--- config.mk ---
export PLATFORM = sky130hd
export DESIGN_NAME = mole_autoplayer_flat
export DESIGN_NICKNAME = d
export VERILOG_FILES = /design/src/rtl/mole_autoplayer_if.sv /design/src/rtl/mole_autoplayer.sv /design/src/flat_wrapper.sv
export SDC_FILE = /design/constraint.sdc
export NUM_CORES = 1
export LEC_CHECK = 0
export CAP_MARGIN = 20
export CORE_ASPECT_RATIO = 0.9
export CORE_MARGIN = 2
export CORE_UTILIZATION = 35
export CTS_CLUSTER_DIAMETER = 50
export DETAILED_ROUTE_END_ITERATION = 8
export HOLD_SLACK_MARGIN = 0.06
export MAX_ROUTING_LAYER = met4
export PLACE_DENSITY = 0.66
export SYNTH_ARGS = -nofsm -noshare
export SYNTH_HDL_FRONTEND = slang
export SYNTH_SLANG_ARGS = --single-unit
export TNS_END_PERCENT = 50
--- constraint.sdc ---
create_clock -name clk -period 2.9 [get_ports clk]
set_input_delay 0.29 -clock clk [delete_from_list [all_inputs] [get_ports clk]]
set_output_delay 0.29 -clock clk [all_outputs]
set_load 0.01 [all_outputs]
--- src/rtl/mole_autoplayer_if.sv ---
// Game <-> autoplayer signal bundle.
// master: the game side (drives enable/mole/game_state/lives, observes button/hits/busy).
// slave:  the autoplayer.
interface mole_autoplayer_if;
    logic       enable;
    logic [3:0] mole;
    logic [2:0] game_state;
    logic [1:0] lives;
    logic [3:0] button;
    logic [7:0] hits;
    logic       busy;

    modport master (
        output enable, mole, game_state, lives,
        input  button, hits, busy
    );

    modport slave (
        input  enable, mole, game_state, lives,
        output button, hits, busy
    );
endinterface

--- src/rtl/mole_autoplayer.sv ---
// Whack-a-mole autoplayer: watches the mole lines, waits a reaction delay,
// presses the matching button, then waits for the mole to drop.
// In IDLE/END game states it keeps pressing button 0 to start a game.
// Optional build macro AUTOPLAY_MISS_EN: every 4th target acquisition is
// deliberately skipped (no press, hits unchanged).
module mole_autoplayer #(
    parameter int unsigned REACT_CYCLES    = 8,
    parameter int unsigned PRESS_CYCLES    = 2,
    parameter int unsigned RELEASE_TIMEOUT = 64,
    parameter logic [2:0]  GS_IDLE         = 3'd0,
    parameter logic [2:0]  GS_PLAY         = 3'd1,
    parameter logic [2:0]  GS_END          = 3'd2
) (
    input logic              clk,
    input logic              reset,
    mole_autoplayer_if.slave bus
);

    typedef enum logic [2:0] {SCAN, REACT, PRESS, RELEASE, START} state_t;

    state_t     state_q, state_d;
    logic [1:0] tgt_q, tgt_d;
    logic [7:0] cnt_q, cnt_d;
    logic       hit_ok_q, hit_ok_d;
    logic [3:0] button_q, button_d;
    logic [7:0] hits_q, hits_d;
    logic       busy_q;

    logic [1:0] low_idx;
    logic       mole_tgt;
    logic       hit_now;
    logic       skipping;
    logic       acquire;

`ifdef AUTOPLAY_MISS_EN
    logic [1:0] miss_cnt_q, miss_cnt_d;
    logic       skip_q, skip_d;
    assign skipping = skip_q;
`else
    assign skipping = 1'b0;
`endif

    assign mole_tgt = bus.mole[tgt_q];
    assign acquire  = (bus.game_state == GS_PLAY) && (bus.mole != '0) &&
                      (bus.lives != '0) && !skipping;
    // First press cycle samples the mole directly; later cycles use the stored flag.
    assign hit_now  = (cnt_q == 8'd1) ? mole_tgt : hit_ok_q;

    // Lowest visible mole lane.
    always_comb begin
        casez (bus.mole)
            4'b???1: low_idx = 2'd0;
            4'b??10: low_idx = 2'd1;
            4'b?100: low_idx = 2'd2;
            default: low_idx = 2'd3;
        endcase
    end

    // Next-state, counter, button and hit-count logic.
    always_comb begin
        state_d  = state_q;
        tgt_d    = tgt_q;
        cnt_d    = cnt_q;
        hit_ok_d = hit_ok_q;
        button_d = '0;
        hits_d   = hits_q;
`ifdef AUTOPLAY_MISS_EN
        miss_cnt_d = miss_cnt_q;
        skip_d     = skip_q;
`endif
        if (!bus.enable) begin
            state_d  = SCAN;
            tgt_d    = '0;
            cnt_d    = '0;
            hit_ok_d = 1'b0;
`ifdef AUTOPLAY_MISS_EN
            skip_d   = 1'b0;
`endif
        end else begin
            case (state_q)
                SCAN: begin
`ifdef AUTOPLAY_MISS_EN
                    if (skip_q && !mole_tgt) skip_d = 1'b0;
`endif
                    if (bus.game_state == GS_IDLE || bus.game_state == GS_END) begin
                        state_d  = START;
                        tgt_d    = '0;
                        cnt_d    = 8'd1;
                        button_d = 4'b0001;
`ifdef AUTOPLAY_MISS_EN
                        skip_d   = 1'b0;
`endif
                    end else if (acquire) begin
                        tgt_d = low_idx;
`ifdef AUTOPLAY_MISS_EN
                        miss_cnt_d = miss_cnt_q + 2'd1;
                        if (miss_cnt_q == 2'd3) begin
                            skip_d = 1'b1;
                        end else begin
                            state_d = REACT;
                            cnt_d   = 8'd1;
                        end
`else
                        state_d = REACT;
                        cnt_d   = 8'd1;
`endif
                    end
                end
                REACT: begin
                    if (!mole_tgt) begin
                        state_d = SCAN;
                        cnt_d   = '0;
                    end else if (cnt_q == 8'(REACT_CYCLES)) begin
                        state_d  = PRESS;
                        cnt_d    = 8'd1;
                        button_d = 4'b0001 << tgt_q;
                    end else begin
                        cnt_d = cnt_q + 8'd1;
                    end
                end
                PRESS: begin
                    if (cnt_q == 8'd1) hit_ok_d = mole_tgt;
                    if (cnt_q == 8'(PRESS_CYCLES)) begin
                        state_d = RELEASE;
                        cnt_d   = 8'd1;
                        if (hit_now && hits_q != 8'hFF) hits_d = hits_q + 8'd1;
                    end else begin
                        cnt_d    = cnt_q + 8'd1;
                        button_d = 4'b0001 << tgt_q;
                    end
                end
                RELEASE: begin
                    if (!mole_tgt || cnt_q == 8'(RELEASE_TIMEOUT)) begin
                        state_d = SCAN;
                        cnt_d   = '0;
                    end else begin
                        cnt_d = cnt_q + 8'd1;
                    end
                end
                START: begin
                    if (cnt_q == 8'(PRESS_CYCLES)) begin
                        state_d = SCAN;
                        cnt_d   = '0;
                    end else begin
                        cnt_d    = cnt_q + 8'd1;
                        button_d = 4'b0001;
                    end
                end
                default: begin
                    state_d = SCAN;
                    cnt_d   = '0;
                end
            endcase
        end
    end

    // State and output registers; button and busy are registered from next-state values.
    always_ff @(posedge clk) begin
        if (reset) begin
            state_q  <= SCAN;
            tgt_q    <= '0;
            cnt_q    <= '0;
            hit_ok_q <= 1'b0;
            button_q <= '0;
            hits_q   <= '0;
            busy_q   <= 1'b0;
        end else begin
            state_q  <= state_d;
            tgt_q    <= tgt_d;
            cnt_q    <= cnt_d;
            hit_ok_q <= hit_ok_d;
            button_q <= button_d;
            hits_q   <= hits_d;
            busy_q   <= (state_d != SCAN);
        end
    end

`ifdef AUTOPLAY_MISS_EN
    // Acquisition counter and skip flag for deliberate misses.
    always_ff @(posedge clk) begin
        if (reset) begin
            miss_cnt_q <= '0;
            skip_q     <= 1'b0;
        end else begin
            miss_cnt_q <= miss_cnt_d;
            skip_q     <= skip_d;
        end
    end
`endif

    assign bus.button = button_q;
    assign bus.hits   = hits_q;
    assign bus.busy   = busy_q;

endmodule

--- src/flat_wrapper.sv ---
// flat-port wrapper written by rule: the top's interface ports become plain ports
module mole_autoplayer_flat 
#(
    parameter int unsigned REACT_CYCLES    = 8,
    parameter int unsigned PRESS_CYCLES    = 2,
    parameter int unsigned RELEASE_TIMEOUT = 64,
    parameter logic [2:0]  GS_IDLE         = 3'd0,
    parameter logic [2:0]  GS_PLAY         = 3'd1,
    parameter logic [2:0]  GS_END          = 3'd2
)
  (clk, reset, bus_enable, bus_mole, bus_game_state, bus_lives, bus_button, bus_hits, bus_busy);
  mole_autoplayer_if bus_i ();
  input logic clk;
  input logic reset;
  input wire logic [$bits(bus_i.enable)-1:0] bus_enable;
  input wire logic [$bits(bus_i.mole)-1:0] bus_mole;
  input wire logic [$bits(bus_i.game_state)-1:0] bus_game_state;
  input wire logic [$bits(bus_i.lives)-1:0] bus_lives;
  output wire logic [$bits(bus_i.button)-1:0] bus_button;
  output wire logic [$bits(bus_i.hits)-1:0] bus_hits;
  output wire logic [$bits(bus_i.busy)-1:0] bus_busy;
  assign bus_i.enable = bus_enable;
  assign bus_i.mole = bus_mole;
  assign bus_i.game_state = bus_game_state;
  assign bus_i.lives = bus_lives;
  assign bus_button = bus_i.button;
  assign bus_hits = bus_i.hits;
  assign bus_busy = bus_i.busy;
  mole_autoplayer #(.REACT_CYCLES(REACT_CYCLES), .PRESS_CYCLES(PRESS_CYCLES), .RELEASE_TIMEOUT(RELEASE_TIMEOUT), .GS_IDLE(GS_IDLE), .GS_PLAY(GS_PLAY), .GS_END(GS_END)) u_core (.clk(clk), .reset(reset), .bus(bus_i));
endmodule
==> impl_metrics.csv, run 1 <==
group,metric,value,unit
status,run_status,"finished clean",
cells_and_area,insertedDiodeCount,0,
floorplanning,start_util,36.5,%
clocking,h-tree-depth,1,
flow_run,maxcap_violations,0,
critical_path,worstPathCellList,"inv_1 > ha_1 > nor4b_4 > nand3_2 > a211o_1 > or4_1 > a21oi_1",
hold_path,worstHoldPathCells,2,
cells_and_area,synthToLayoutAreaGrowth,20.9,%
timing,report.final.slew_viol_count,0,
floorplanning,chipHeight,65.9,µm
logic_synthesis,asyncSetResetFlopFracSynth,0,%
drt,antenna_left,0,
logic_synthesis,post_synth.cell_area_avg,8.81,µm²
logic_synthesis,ys_top_cells_by_count,"sky130_fd_sc_hd__dfxtp_1 (27), sky130_fd_sc_hd__nor2_1 (18), sky130_fd_sc_hd__a21oi_1 (13), sky130_fd_sc_hd__o21ai_0 (10), sky130_fd_sc_hd__nand3_1 (9)",
pwr,vdd.ir_drop.worst,194,µV
cells_and_area,seq_area,541,µm²
timing,final_setup_fails,0,
pwr,p_leak,0.000556,µW
timing,clock_skew,0.00238,ns
drt,avgViaCountPerCell,5.47,
drt,wl_per_cell,13.3,µm
critical_path,max_stage_delay,0.50,ns
placed_design,gp_congestion,0.833,
logic_synthesis,synth_seq_cells,27,
placed_design,dp_hpwl,2340,µm
cells_and_area,multi_input_gate_area,896,µm²
logic_synthesis,post-synth-top-count-cell,"sky130_fd_sc_hd__dfxtp_1",
timing,holdWs,0.504,ns
floorplanning,num_rows,22,
logic_synthesis,syn_nets,186,
drt,routed_wl,3180,µm
grt,grt_pass1_wl,5700,µm
clocking,tritoncts_num_sinks,27,
floorplanning,die_x,72.8,µm
clocking,clockRootBuffer,"sky130_fd_sc_hd__clkbuf_8",
drt,route.detailed.drc,0,
hold_path,hold_path.class,"flop to flop",
drt,first_iter_violations,78,
timing,finalCritPeriodShare,78.1,%
logic_synthesis,synth-edff-count,0,
timing,report.final.hold_viol_count,0,
logic_synthesis,yosys.area.top_type_share,36.3,%
grt,grt_antenna_before_repair,0,
placed_design,io_buffers,24,
pwr,power_density,359,nW/µm²
logic_synthesis,post_synth_inst_count,169,
floorplanning,design.portCount,25,
critical_path,worstReg2RegEnd,"u_core.bus.hits[7]$_SDFFE_PP0P_",
cells_and_area,final_net_count,209,
clocking,tritoncts,"done",
critical_path,cp_data_required_time,3.10,ns
timing,tns,0,ns
critical_path,worst_ep_arrival_time,2.47,ns
timing,timing.slew.headroom,61.7,%
clocking,cts.repair.resized,0,
grt,first_global_vias,1270,
critical_path,cp_max_fo,10,
drt,route.vias.total,1308,
cells_and_area,num-fill-cells,430,
grt,grt_max_degree,15,
clocking,cts.reportedPaths.clkPinSlew,0.09,ns
critical_path,worst_setup_path_end_kind,"flop",
timing,max_freq,442,MHz
floorplanning,overall_die_area,4790,µm²
logic_synthesis,synth_top_flop_cell,"sky130_fd_sc_hd__dfxtp_1",
critical_path,critPathLaunchType,"flop",
clocking,clkLatencyLatePin,0.27,ns
clocking,post_cts.repair.setup_buffers,0,
grt,globalRoute.totalOverflow,0,
timing,rsz0062_at_grt,"false",
drt,first_pass_iters,4,
logic_synthesis,netlist.top_cell.by_area,"sky130_fd_sc_hd__dfxtp_1",
critical_path,critical_path_class,"flop to flop",
timing,period_minus_slack,2.26,ns
logic_synthesis,synthTopCellsByArea,"sky130_fd_sc_hd__dfxtp_1 (36%), sky130_fd_sc_hd__nor2_1 (4.5%), sky130_fd_sc_hd__a21oi_1 (4.4%), sky130_fd_sc_hd__ha_1 (4.2%), sky130_fd_sc_hd__xnor2_1 (3.5%)",
clocking,clock_path_buffers,2,
floorplanning,core_area,4070,µm²
logic_synthesis,ys.warnings.count,0,
critical_path,r2r_slack,0.64,ns
clocking,cts_buffers,3,
logic_synthesis,mappedNetlistArea,1490,µm²
hold_path,hold_start,"u_core.hit_ok_q$_SDFFE_PP0P_",
critical_path,r2r_start,"u_core.cnt_q[0]$_SDFFE_PP0P_",
cells_and_area,utilization,44.2,%
hold_path,timing.hold.worst_endpoint,"u_core.hit_ok_q$_SDFFE_PP0P_",
cells_and_area,layout-drive-gt1-share,8.38,%
critical_path,worst-r2r-cell-count,7,
clocking,ctsHoldBuffers,0,
logic_synthesis,synth_sequential_area_ratio,36.3,%
timing,tightest_slew,0.560,ns
grt,gr-usage-all-layers,15.5,%
logic_synthesis,synth_cell_type_count,51,
critical_path,critical_path.slowest_cell,"sky130_fd_sc_hd__or4_1",
[flip-flops by register name, indices dropped and copies added, names as in the netlist]
register,cells
u_core.bus.button,4
u_core.bus.hits,8
u_core.tgt_q,2
u_core.state_q,3
u_core.bus.busy,1
u_core.cnt_q,8
u_core.hit_ok_q,1
[where the power goes]
group	internal (µW)	leakage, µW	total (µW)	switching, µW
Clock	98.4	0.0000228	209	111
Combinational	29.6	0.000315	59.3	29.7
Sequential	374	0.000218	377	3.90
[area by class of cell]
class / count / area share [%]
well taps: 48 / 3.34
clock buffers: 4 / 2.50
inverters: 5 / 1.04
repair buffers: 24 / 13.3
multi-input cells: 131 / 49.8
flip-flops and latches: 27 / 30.0
[layer usage]
| metal | vias to the layer above | part of all wire, % | routed length, µm | GRT usage, % |
|---|---|---|---|---|
| met2 | 32 | 42 | 1350 | 22.5 |
| met5 | - | 0 | 0 | - |
| li1 | 668 | - | - | - |
| met3 | 5 | 4.2 | 133 | 2.44 |
| met1 | 603 | 51 | 1630 | 21.2 |
| met4 | 0 | 2.0 | 63 | 6.94 |
[worst max-delay path, delay by kind of cell (launching register included)]
family	cells	cell delay, ns
adder cells (fa/ha/maj)	1	0.16
AND/OR/NAND/NOR	3	1.02
buffers and inverters	1	0.12
flip-flops	1	0.36
AO/OA/AOI/OAI	2	0.55
[cell usage in the layout, fill, tap and decap left out, types with 2 or more instances in the layout]
master / n
sky130_fd_sc_hd__nand3_1: 9
sky130_fd_sc_hd__nand4_1: 4
sky130_fd_sc_hd__o31ai_1: 3
sky130_fd_sc_hd__or2_2: 3
sky130_fd_sc_hd__a211o_1: 2
sky130_fd_sc_hd__dfxtp_1: 27
sky130_fd_sc_hd__nand2_1: 6
sky130_fd_sc_hd__a21oi_1: 13
sky130_fd_sc_hd__ha_1: 5
sky130_fd_sc_hd__nor2_1: 18
sky130_fd_sc_hd__nor4b_1: 2
sky130_fd_sc_hd__xnor2_1: 6
sky130_fd_sc_hd__clkdlybuf4s50_1: 24
sky130_fd_sc_hd__o21ai_0: 10
sky130_fd_sc_hd__or3_1: 6
sky130_fd_sc_hd__nand3_2: 2
sky130_fd_sc_hd__inv_1: 5
sky130_fd_sc_hd__nand2b_1: 2
sky130_fd_sc_hd__nor3b_1: 3
sky130_fd_sc_hd__nor3_1: 4
sky130_fd_sc_hd__clkbuf_8: 3
sky130_fd_sc_hd__nor2b_1: 3
sky130_fd_sc_hd__xor2_1: 2
sky130_fd_sc_hd__a21boi_0: 2
sky130_fd_sc_hd__or4_1: 2
[cell families after synthesis]
family / synth area share [%]
DFF: 36.3
and+or+nand+nor: 30.9
adders and majority gates: 4.20
AOI/OAI and AO/OA: 18.2
xor gates and xnor gates: 4.71
buffers and inverters: 3.53
muxes: 2.18
[how the worst max path moves through the flow]
stage,from,to,slack [ns]
2_1_floorplan,u_core.cnt_q[1]$_SDFFE_PP0P_,u_core.bus.hits[5]$_SDFFE_PP0P_,0.89
3_3_place_gp,bus_mole[1],u_core.bus.hits[7]$_SDFFE_PP0P_,0.60
3_5_place_dp,bus_mole[0],u_core.bus.hits[7]$_SDFFE_PP0P_,0.56
4_1_cts,u_core.cnt_q[0]$_SDFFE_PP0P_,u_core.bus.hits[7]$_SDFFE_PP0P_,0.63
5_1_grt,u_core.cnt_q[0]$_SDFFE_PP0P_,u_core.bus.hits[5]$_SDFFE_PP0P_,0.44
6_report,u_core.cnt_q[0]$_SDFFE_PP0P_,u_core.bus.hits[7]$_SDFFE_PP0P_,0.64
[per-stage QoR]
stage                     setup slack, ns  area, µm²  total power [µW]  cells
after floorplan                     0.885       1490               418    169
after global placement              0.598       1760               445    235
after detailed placement            0.558       1760               445    235
after CTS                           0.629       1800               660    239
after global routing                0.438       1800               680    239
final                               0.636       1800               646    239
(Power assumes the default switching activity.)
==> run 2, diff against run 1 <==
Settings changed: PLACE_DENSITY 0.66 to 0.69.
Clock period 2.9 ns to 2.05 ns, I/O delays scaled along.
==> run 2 against run 1 <==
Compared with the run above: sequential share of layout area is 4.2 points lower; sequential power is 41% higher; highest routed layer unchanged; global-route usage is 1.2 points higher; worst hold slack worse by 0.0070 ns; combinational power is 96% higher; via count is 12% higher; wire length is 18% higher.
==> impl_metrics.csv, run 2 (same netlist as run 1, synthesis figures left out) <==
group,metric,value,unit
status,run_status,"finished clean",
drt,wl_per_cell,13.8,µm
placed_design,dp_hpwl,2670,µm
timing,report.final.slew_viol_count,0,
cells_and_area,insertedDiodeCount,0,
timing,holdWs,0.497,ns
drt,avgViaCountPerCell,5.43,
clocking,clockRootBuffer,"sky130_fd_sc_hd__clkbuf_8",
clocking,cts.reportedPaths.clkPinSlew,0.10,ns
placed_design,gp_congestion,0.893,
drt,antenna_left,0,
critical_path,worst-r2r-cell-count,7,
clocking,tritoncts_num_sinks,27,
timing,clock_skew,0.00962,ns
cells_and_area,mostFrequentLayoutCells,"sky130_fd_sc_hd__buf_4 (29), sky130_fd_sc_hd__dfxtp_1 (25), sky130_fd_sc_hd__clkdlybuf4s50_1 (24)",
critical_path,worstPathCellList,"inv_4 > ha_4 > nor4b_4 > nand3_2 > a211o_4 > or4_1 > a21oi_1",
clocking,clkLatencyLatePin,0.28,ns
pwr,power_density,456,nW/µm²
floorplanning,start_util,36.5,%
drt,first_pass_iters,4,
critical_path,worst_setup_path_end_kind,"flop",
clocking,clock_path_buffers,2,
clocking,tritoncts,"done",
timing,finalCritPeriodShare,96.8,%
grt,grt_max_degree,15,
clocking,ctsHoldBuffers,0,
cells_and_area,final_net_count,240,
critical_path,cp_max_fo,5,
cells_and_area,leading_cell_type_in_the_layout_fill_and_taps_excluded,"sky130_fd_sc_hd__buf_4",
drt,route.detailed.drc,0,
clocking,cts_buffers,3,
pwr,p_leak,0.000716,µW
grt,grt_pass1_wl,6100,µm
pwr,vdd.ir_drop.worst,290,µV
timing,tns,0,ns
critical_path,critical_path_class,"flop to flop",
critical_path,critPathLaunch,"u_core.cnt_q[0]$_SDFFE_PP0P_",
hold_path,hold_path.class,"flop to flop",
flow_run,maxcap_violations,0,
drt,route.vias.total,1467,
pwr,p_total,964,µW
placed_design,io_buffers,24,
critical_path,r2r_slack,0.07,ns
critical_path,max_stage_delay,0.47,ns
timing,tightest_slew,0.494,ns
critical_path,critical_path.slowest_cell,"sky130_fd_sc_hd__or4_1",
critical_path,r2r_start,"u_core.cnt_q[0]$_SDFFE_PP0P_",
grt,gr-usage-all-layers,16.7,%
floorplanning,num_rows,22,
timing,report.final.hold_viol_count,0,
timing,max_freq,504,MHz
grt,globalRoute.totalOverflow,0,
critical_path,worstSetupEndpoint,"u_core.bus.hits[5]$_SDFFE_PP0P_",
drt,first_iter_violations,45,
timing,timing.slew.headroom,66.7,%
grt,grt_antenna_before_repair,0,
critical_path,cp_data_required_time,2.27,ns
critical_path,worstReg2RegEnd,"u_core.bus.hits[5]$_SDFFE_PP0P_",
critical_path,critPathLaunchType,"flop",
timing,period_minus_slack,1.98,ns
floorplanning,design.portCount,25,
grt,first_global_vias,1354,
cells_and_area,layout-drive-gt1-share,26.6,%
timing,final_setup_fails,0,
clocking,h-tree-depth,1,
floorplanning,overall_die_area,4790,µm²
floorplanning,die_x,72.8,µm
cells_and_area,synthToLayoutAreaGrowth,42.1,%
critical_path,worst_ep_arrival_time,2.21,ns
floorplanning,chipHeight,65.9,µm
floorplanning,core_area,4070,µm²
hold_path,hold_start,"u_core.hit_ok_q$_SDFFE_PP0P_",
drt,routed_wl,3740,µm
==> run 2: cell types whose count changed in the layout (fill, tap and decap cells not counted), sizes merged <==
cell and change:
buf +30, a211o +1
==> run 2: how the worst min path moves through the flow <==
| stage | endpoint | slack, ns | cells past startpoint |
|---|---|---|---|
| global route | u_core.hit_ok_q$_SDFFE_PP0P_ | 0.50 | 2 |
| global placement | u_core.hit_ok_q$_SDFFE_PP0P_ | 0.48 | 2 |
| CTS | u_core.hit_ok_q$_SDFFE_PP0P_ | 0.50 | 2 |
| detailed placement | u_core.hit_ok_q$_SDFFE_PP0P_ | 0.48 | 2 |
| finish | u_core.hit_ok_q$_SDFFE_PP0P_ | 0.50 | 2 |
| floorplan | u_core.tgt_q[0]$_SDFFE_PP0P_ | 0.38 | 2 |
==> run 2: layout make-up <==
cell class              count  area (µm²)
well taps                  48        60.1
multi-input cells         132         975
clock buffers               4        45.0
repair buffers             54         469
inverters                   5        21.3
flip-flops and latches     27         546
fillers                   400        1960
==> run 2: critical path, delay by kind of cell (launching register included) <==
kind | cells | cell delay, ns
buf+inv | 1 | 0.07
compound gates | 2 | 0.49
simple gates | 3 | 0.85
flops | 1 | 0.38
fa+ha+maj | 1 | 0.12
==> run 2: through the flow <==
stage	area [µm²]	utilization (%)	setup slack [ns]	cells
after global routing	2120	51.9	-0.0256	270
after detailed placement	1960	48.1	-0.150	262
after floorplan	1490	-	0.0353	169
final	2120	51.9	0.0655	270
after global placement	1960	48.1	-0.115	262
after CTS	2020	49.6	0.0107	266
==> run 2: repair_timing <==
item / in CTS / in global routing
setup buffers: 0 / 3
gates cloned: 0 / 1
resized for setup: 2 / 16
endpoints found under the setup margin: 2 / 18
pin swaps: 0 / 3
==> run 2: routing by layer <==
metal | global-route usage [%] | routed length, µm
met5 | - | 0
met4 | 5.56 | 53
met3 | 3.35 | 160
met2 | 25.2 | 1680
met1 | 22.5 | 1840
==> run 2: power breakdown <==
part	leakage (µW)	switching [µW]	internal, µW
clock	0.0000228	175	140
sequential	0.000219	4.60	528
combinational	0.000474	52.0	63.8
==> run 3, diff against run 2 <==
Settings changed: CORE_UTILIZATION 35 to 45, PLACE_DENSITY 0.69 to 0.82.
==> run 3 against run 2 <==
Compared with the run above: sequential share of layout area is 0.54 points higher; wire length grew 1.8%; sequential power about the same; via count up 0.41%; core utilization grew 14 points; flip-flop and latch count is the same; setup slack lost 0.0061 ns; final cell count fell by 3.0%; worst hold slack worse by 0.0053 ns; critical path type unchanged; largest cell class unchanged.
==> impl_metrics.csv, run 3 (same netlist as run 1, synthesis figures left out) <==
group,metric,value,unit
grt,first_global_vias,1406,
floorplanning,design.portCount,25,
critical_path,critical_path_class,"flop to flop",
timing,report.final.hold_viol_count,0,
critical_path,worst_setup_path_end_kind,"flop",
cells_and_area,mostFrequentLayoutCells,"sky130_fd_sc_hd__buf_4 (28), sky130_fd_sc_hd__dfxtp_1 (25), sky130_fd_sc_hd__clkdlybuf4s50_1 (24)",
floorplanning,start_util,47.8,%
drt,first_iter_violations,61,
critical_path,max_stage_delay,0.50,ns
drt,wl_per_cell,14.5,µm
timing,timing.slew.headroom,70.3,%
drt,first_pass_iters,4,
drt,route.detailed.drc,0,
floorplanning,chipHeight,58.6,µm
clocking,tritoncts,"done",
timing,period_minus_slack,1.99,ns
pwr,p_leak,0.000704,µW
timing,final_setup_fails,0,
clocking,ctsHoldBuffers,0,
floorplanning,overall_die_area,3790,µm²
timing,tns,0,ns
pwr,intPower,730,µW
cells_and_area,utilization,66.3,%
cells_and_area,synthToLayoutAreaGrowth,38.6,%
cells_and_area,leading_cell_type_in_the_layout_fill_and_taps_excluded,"sky130_fd_sc_hd__buf_4",
critical_path,cp_data_required_time,2.27,ns
clocking,cts.reportedPaths.clkPinSlew,0.09,ns
clocking,tritoncts_num_sinks,27,
timing,holdWs,0.492,ns
floorplanning,core_area,3110,µm²
critical_path,worst_ep_arrival_time,2.21,ns
hold_path,hold_start,"u_core.hit_ok_q$_SDFFE_PP0P_",
grt,grt_antenna_before_repair,0,
timing,clock_skew,0.00412,ns
placed_design,io_buffers,24,
status,run_status,"finished clean",
drt,avgViaCountPerCell,5.62,
pwr,vdd.ir_drop.worst,450,µV
timing,max_freq,502,MHz
floorplanning,num_rows,19,
floorplanning,die_x,64.6,µm
pwr,clockPowerShare,32.0,%
critical_path,r2r_start,"u_core.cnt_q[1]$_SDFFE_PP0P_",
placed_design,dp_hpwl,2780,µm
clocking,h-tree-depth,1,
cells_and_area,insertedDiodeCount,0,
clocking,clkLatencyLatePin,0.28,ns
clocking,cts_buffers,3,
grt,gr-usage-all-layers,21.2,%
critical_path,worstPathCellList,"inv_2 > ha_1 > nor4b_4 > nand3_2 > a211o_4 > or4_4 > a21oi_2",
drt,antenna_left,0,
grt,grt_pass1_wl,6030,µm
timing,setup_ws_post_layout,0.0594,ns
critical_path,critPathLaunch,"u_core.cnt_q[1]$_SDFFE_PP0P_",
pwr,p_sw_share,23.2,%
placed_design,place_area,1940,µm²
timing,report.final.slew_viol_count,0,
hold_path,hold_path.class,"flop to flop",
critical_path,critPathLaunchType,"flop",
cells_and_area,final_net_count,238,
clocking,clock_path_buffers,2,
grt,globalRoute.totalOverflow,0,
critical_path,cp_max_fo,6,
pwr,p_switching,221,µW
drt,route.vias.total,1473,
clocking,clockRootBuffer,"sky130_fd_sc_hd__clkbuf_8",
pwr,power_density,461,nW/µm²
pwr,sequentialPowerShare,56.0,%
pwr,p_comb_share,12.0,%
placed_design,gp_congestion,0.935,
cells_and_area,fin_area,2060,µm²
critical_path,critical_path.slowest_cell,"sky130_fd_sc_hd__or4_4",
critical_path,buf_inv_on_cp,1,
critical_path,timing.critical_path.max_delay_family,"simple AND/OR/NAND/NOR gates",
timing,finalCritPeriodShare,97.1,%
drt,routed_wl,3800,µm
cells_and_area,layout-drive-gt1-share,25.5,%
grt,grt_max_degree,15,
flow_run,maxcap_violations,0,
placed_design,post-place-ws,-0.111,ns
timing,tightest_slew,0.442,ns
[run 3: path summary, 6_finish.rpt]
check	cells after the start	slack, ns	end
setup reg to reg	7	0.06	u_core.bus.hits[5]$_SDFFE_PP0P_
hold / removal	2	0.49	u_core.hit_ok_q$_SDFFE_PP0P_
hold reg to reg	2	0.49	u_core.hit_ok_q$_SDFFE_PP0P_
setup / recovery	7	0.06	u_core.bus.hits[5]$_SDFFE_PP0P_
[run 3: cell type report]
cell class | instances | area [µm²]
fillers | 245 | 1050
well taps | 42 | 52.6
multi-input cells | 131 | 942
flip-flops and latches | 27 | 543
inverters | 5 | 18.8
clock buffers | 4 | 45.0
repair buffers | 53 | 462
[run 3: power groups by stage]
stage | Combinational, µW | Sequential (µW) | Clock (µW)
2_1_floorplan | 46.8 | 544 | 0
5_1_grt | 125 | 533 | 331
3_5_place_dp | 109 | 544 | 0
6_report | 115 | 532 | 304
3_3_place_gp | 106 | 544 | 0
4_1_cts | 111 | 532 | 312
[run 3: routing by layer]
| metal | vias up | GRT usage (%) | routed length, µm |
|---|---|---|---|
| met5 | - | - | 0 |
| met4 | 0 | 9.12 | 62 |
| met3 | 9 | 4.59 | 243 |
| met2 | 52 | 34.4 | 1880 |
| met1 | 687 | 25.7 | 1620 |
| li1 | 725 | - | - |
[run 3: timing repair]
action	in CTS	in global routing
gates resized for setup	4	13
pin swaps	1	5
setup endpoints to repair	2	6
buffers inserted	1	2
[run 3: per-stage QoR]
| stage | cells | power, µW |
|---|---|---|
| finish | 262 | 951 |
| detailed placement | 255 | 653 |
| CTS | 260 | 955 |
| global placement | 255 | 650 |
| floorplan | 169 | 591 |
| global route | 262 | 989 |
[run 3: worst min-delay path, cell delays in order, from the launching register on]
cell,delay (ns)
sky130_fd_sc_hd__dfxtp_1,0.31
sky130_fd_sc_hd__nor2_1,0.09
sky130_fd_sc_hd__a311oi_1,0.05
